File: src/rtl/wb_regfile_writer.sv
// Write-back stage: a small request FIFO feeding a 16 x 64-bit register file.
// 8/16-bit writes merge into the old value and 32-bit writes zero-extend.
// A busy scoreboard tracks destinations whose producer has not yet committed.
module wb_regfile_writer #(
  parameter int NREGS  = 16,
  parameter int DATA_W = 64,
  parameter int DEPTH  = 2
) (
  input  logic                           clk,
  input  logic                           reset,
  input  logic                           wb_valid,
  output logic                           wb_ready,
  input  logic [3:0]                     wb_dstreg,
  input  logic [1:0]                     wb_size,
  input  logic [DATA_W-1:0]              wb_data,
  input  logic                           wb_nop,
  output logic [NREGS-1:0][DATA_W-1:0]   regx_out,
  input  logic                           iss_valid,
  input  logic [3:0]                     iss_dstreg,
  output logic [NREGS-1:0]               busy,
  output logic                           commit_valid,
  output logic [3:0]                     commit_reg
);

  localparam int PTR_W = $clog2(DEPTH);
  localparam int CNT_W = $clog2(DEPTH + 1);
  localparam logic [CNT_W-1:0] DEPTH_C = CNT_W'(DEPTH);

  typedef struct packed {
    logic              nop;
    logic [3:0]        dst;
    logic [1:0]        size;
    logic [DATA_W-1:0] data;
  } entry_t;

  entry_t             fifo_q [DEPTH];
  logic [PTR_W-1:0]   wr_ptr_q, rd_ptr_q;
  logic [CNT_W-1:0]   count_q, count_d;
  logic               ready_q, ready_d;
  logic [NREGS-1:0]   busy_q, busy_d;
  logic               commit_valid_q;
  logic [3:0]         commit_reg_q;
  logic [DATA_W-1:0]  regs_q [NREGS];

  logic               push, pop, commit_en;
  entry_t             in_entry, head;
  logic [DATA_W-1:0]  merged;

  assign in_entry  = '{nop: wb_nop, dst: wb_dstreg, size: wb_size, data: wb_data};
  assign push      = wb_valid && ready_q;
  assign pop       = (count_q != '0);
  assign head      = fifo_q[rd_ptr_q];
  assign commit_en = pop && !head.nop;

  assign wb_ready     = ready_q;
  assign busy         = busy_q;
  assign commit_valid = commit_valid_q;
  assign commit_reg   = commit_reg_q;

  // FIFO storage; contents are don't-care once the pointers are reset.
  always_ff @(posedge clk) begin
    if (push) begin
      fifo_q[wr_ptr_q] <= in_entry;
    end
  end

  // Occupancy next-state; ready is precomputed so it never depends on wb_valid combinationally.
  always_comb begin
    count_d = count_q;
    case ({push, pop})
      2'b10:   count_d = count_q + CNT_W'(1);
      2'b01:   count_d = count_q - CNT_W'(1);
      default: count_d = count_q;
    endcase
    ready_d = (count_d < DEPTH_C);
  end

  // Partial-write merge of the head entry against the current register value.
  always_comb begin
    merged = regs_q[head.dst];
    case (head.size)
      2'b00:   merged[7:0]  = head.data[7:0];
      2'b01:   merged[15:0] = head.data[15:0];
      2'b10:   merged       = {{(DATA_W-32){1'b0}}, head.data[31:0]};
      default: merged       = head.data;
    endcase
  end

  // Scoreboard next-state: commit clears first, then issue sets, so set wins on a collision.
  always_comb begin
    busy_d = busy_q;
    if (commit_en) begin
      busy_d[head.dst] = 1'b0;
    end
    if (iss_valid) begin
      busy_d[iss_dstreg] = 1'b1;
    end
  end

  // Control state: FIFO pointers, occupancy, ready, scoreboard and commit report.
  always_ff @(posedge clk or negedge reset) begin
    if (!reset) begin
      wr_ptr_q       <= '0;
      rd_ptr_q       <= '0;
      count_q        <= '0;
      ready_q        <= 1'b0;
      busy_q         <= '0;
      commit_valid_q <= 1'b0;
      commit_reg_q   <= '0;
    end else begin
      if (push) begin
        wr_ptr_q <= wr_ptr_q + PTR_W'(1);
      end
      if (pop) begin
        rd_ptr_q <= rd_ptr_q + PTR_W'(1);
      end
      count_q        <= count_d;
      ready_q        <= ready_d;
      busy_q         <= busy_d;
      commit_valid_q <= commit_en;
      if (commit_en) begin
        commit_reg_q <= head.dst;
      end
    end
  end

  // One write port per register; only the register named by the committing head updates.
  for (genvar gi = 0; gi < NREGS; gi++) begin : g_reg
    always_ff @(posedge clk or negedge reset) begin
      if (!reset) begin
        regs_q[gi] <= '0;
      end else if (commit_en && (head.dst == 4'(gi))) begin
        regs_q[gi] <= merged;
      end
    end
    assign regx_out[gi] = regs_q[gi];
  end

endmodule

File: config.mk
export PLATFORM = sky130hd
export DESIGN_NAME = wb_regfile_writer
export DESIGN_NICKNAME = d
export VERILOG_FILES = /design/src/rtl/wb_regfile_writer.sv
export SDC_FILE = /design/constraint.sdc
export NUM_CORES = 2
export LEC_CHECK = 0
export BUFFER_PORTS_ARGS = -buffer_cell sky130_fd_sc_hd__buf_2
export CORE_AREA = 2 2 436 438
export CTS_CLUSTER_DIAMETER = 100
export DETAILED_ROUTE_END_ITERATION = 10
export DIE_AREA = 0 0 438 440
export SKIP_LAST_GASP = 1
export SLEW_MARGIN = 5
export SYNTH_ARGS = -nofsm -noshare
export SYNTH_HDL_FRONTEND = slang
export SYNTH_SLANG_ARGS = --single-unit
File: constraint.sdc
create_clock -name clk -period 5.3 [get_ports clk]
set_input_delay 0.795 -clock clk [delete_from_list [all_inputs] [get_ports clk]]
set_output_delay 0.795 -clock clk [all_outputs]
set_load 0.02 [all_outputs]
==> summary.md <==
| Metric | Value |
|---|---|
| Run status | `finished, violations left` |
| Violated checks | `max-slew violations` |
| Initial antenna violation count | `35` |
| CTS max path bufs | `3` |
| Core box area | `roughly 190,000 um^2` |
| WP buf/inv | `2` |
| Hold Slack | `0.0248 ns` |
| Worst-margin pin slew | `1.60 ns` |
| Cts bufs inserted | `around 150` |
| Maximum VDD drop | `slightly below 400 uV` |
| Mapped Avg Cell Area | `9.40 um^2` |
| Post-Synthesis Cells | `between 6k and 7k` |
| Worst skew pair latency | `0.84 ns` |
| DP HPWL | `235,000 um` |
| Vias per cell | `6.51` |
| Mux cell area share after synthesis | `0.00832` |
| # clock sinks | `1,192` |
| Crit-path slowest cell | `mux2i_1` |
| Initial Util | `0.332` |
| Final worst-path cycle share | `0.788` |
| Cell area after synthesis | `62,500 um^2` |
| Die width | `438 um` |
| Synth Area in XOR/XNOR | `0.000700` |
| Port buffer count | `1,124` |
| CTS tree | `yes` |
| Max-Cap Viols | `0` |
| Sequential area share after synthesis | `0.488` |
| DRT iter0 DRCs | `10.1k` |
| Clock transition at path regs | `0.06 ns` |
| Syn nets | `roughly 6.7k` |
| Worst clock skew | `approximately 0.055 ns` |
| Fillers | `18.6k` |
| Max-slew violations | `44` |
| Required @ worst endpoint | `5.94 ns` |
| Max Clk Rate | `between 200 and 250 MHz` |
| Final setup fails | `0` |
| Fin. Hold Viols | `0` |
| Hold Crit Class | `primary input to async pin` |
| Worst slew margin | `-0.0674` |
| Main synth FF type | `dfrtp_1` |
| Largest net degree at the start of global routing | `173` |
| Adder-cell share of the synthesized area | `0.000200` |
| Vias in the first global route | `60.0k` |
| Post-synth EDFFs | `142` |
| Antenna viol nets, final | `0` |
| Root buf cell | `clkbuf_16` |
| CP Launch Type | `register` |
| WS Path Type | `register to register` |
| GRT Overall Usage | `0.370` |
| Worst Reg-to-Reg Cells | `6` |
| Routed WL | `370,000 um` |
| Post_cts resized | `0` |
| Fraction of layout instances using a drive strength above 1 | `0.228` |
| Distinct cells, synth | `61` |
| CP dominant cell by count | `buf_4` |
| Metal2 WL | `156,000 um` |
| Power density over the cells | `746 nW/um^2` |
| Nets@finish | `between 7k and 8k` |
| Final RePlAce weighted congestion | `0.973` |
| Avg WL per Cell | `36.9 um` |
| Die height | `about 440 um` |
| FP Rows | `160` |
| YS warnings | `0` |
| Critical path endpoint category | `register` |
| CP max FO | `between 40 and 50` |
| Worst EP arrival | `4.82 ns` |
| CTS Hold Bufs | `0` |
| Top sig layer | `met5` |
| Tmin final | `4.18 ns` |
| Largest family of logic cells by synthesized area | `compound AO/OA/AOI/OAI gates` |
| Overall power | `56.4 mW` |
| Crit-path cells | `buf_4 -> buf_4 -> mux2i_1 -> nor2_1 -> nand2_1 -> o221ai_1` |
| Drt first pass iters | `7` |
| Post-CTS setup buffer count | `0` |
| Synth Area in Compound Gates | `0.270` |
| Number of synthesized register bits | `1,192` |
| Async SR Flop Fraction | `0.881` |
| Placed Cells | `9,740` |
| # IOs | `approximately 1.1k` |
| P&R area growth vs syn | `20.8%` |
| CP peak stage delay | `1.00 ns` |
| Metal-1 WL | `133,000 um` |
| RSZ-0062 raised after global routing | `no` |
| H-tree depth | `4` |
| Via count | `65.2k` |
| Stages on the worst setup path | `6` |
| Setup tns final | `0 ns` |
| DRC | `0` |
| Die area | `just under 200,000 um^2` |
| Final non-filler cell total | `around 10k` |
| Leakage | `roughly 33 nW` |
| Metal3 WL | `45,400 um` |
| Largest register FFs | `1,024` |
| Total gr overflow | `0` |
| Top delay family on crit path | `buffers and inverters` |
| Synth Area in Simple Gates | `0.150` |
| First-pass GRT wire length | `505,000 um` |
[cells in the mapped netlist, types with 136 or more instances]
master / instances / area share
a31oi_1: 192 / 0.019
a32oi_1: 154 / 0.022
a41oi_1: 149 / 0.021
buf_2: 295 / 0.024
clkbuf_1: 347 / 0.021
dfrtp_1: 1050 / 0.42
edfxtp_1: 142 / 0.068
inv_1: 347 / 0.021
nand2_1: 762 / 0.046
nor2_1: 873 / 0.052
nor2b_1: 159 / 0.016
nor4b_1: 190 / 0.027
o21ai_0: 136 / 0.011
o21bai_1: 382 / 0.046
o221ai_1: 447 / 0.063
o22ai_1: 470 / 0.047
[metal layers]
layer | GRT usage | up-vias
met2 | 0.537 | 5492
met4 | 0.285 | 20
li1 | - | 26100
met5 | 0.00248 | -
met3 | 0.121 | 1353
met1 | 0.453 | 32300
[metrics by stage]
stage	utilization	area (um^2)	setup WS (ns)
2_1_floorplan	-	62500	0.931
3_3_place_gp	0.375	70600	1.37
3_5_place_dp	0.375	70600	1.25
4_1_cts	0.400	75500	1.24
5_1_grt	0.400	75500	1.09
6_report	0.401	75500	1.12
[worst paths after layout]
path	startpoint	to	slack [ns]
max in group asynchronous	reset	regx_out[660]$_DFFE_PN0P_	3.75
max	rd_ptr_q$_DFFE_PN0P_	regx_out[1016]$_DFFE_PN0P_	1.12
max reg2reg	rd_ptr_q$_DFFE_PN0P_	regx_out[1016]$_DFFE_PN0P_	1.12
min in group clk	wb_data[30]	fifo_q[0][30]$_DFFE_PP_	0.14
min reg2reg	regx_out[326]$_DFFE_PN0P_	regx_out[326]$_DFFE_PN0P_	0.47
min	reset	regx_out[1010]$_DFFE_PN0P_	0.02
[placed cells by master (no fill, tap or decap), types with 153 or more instances in the layout]
cell and n:
a31oi_1 192, a32oi_1 153, buf_2 1123, buf_4 173, dfrtp_1 1049, inv_1 346, nand2_1 762, nor2_1 869
nor2b_1 156, nor4b_1 190, o21bai_1 382, o221ai_1 447, o22ai_1 469
[area by class of cell]
cell class / instances / area [um^2] / share of cell area
timing repair buffer: 1358 / 8160 / 0.108
sequential: 1192 / 30500 / 0.404
multi-input combinational: 4332 / 27500 / 0.364
clock inverter: 53 / 584 / 0.00774
inverter: 347 / 1300 / 0.0172
tap: 2511 / 3140 / 0.0416
antenna: 21 / 52.6 / 0.000696
clock buffer: 215 / 4250 / 0.0562
[where the power goes]
part / switching [mW] / leakage [nW] / total (mW) / internal (mW)
Clock: 4.42 / 2.38 / 10.3 / 5.85
Combinational: 20.7 / 16.3 / 28.8 / 8.05
Sequential: 4.21 / 14.3 / 17.3 / 13.1
[cell families after synthesis]
| kind of cell | Yosys count |
|---|---|
| buffers and inverters | 1129 |
| adders and majority gates | 1 |
| and+or+nand+nor | 2077 |
| AOI/OAI and AO/OA | 2197 |
| xor gates and xnor gates | 5 |
| DFF | 1192 |
| muxes | 52 |
Power figures use the tool's default switching activity.
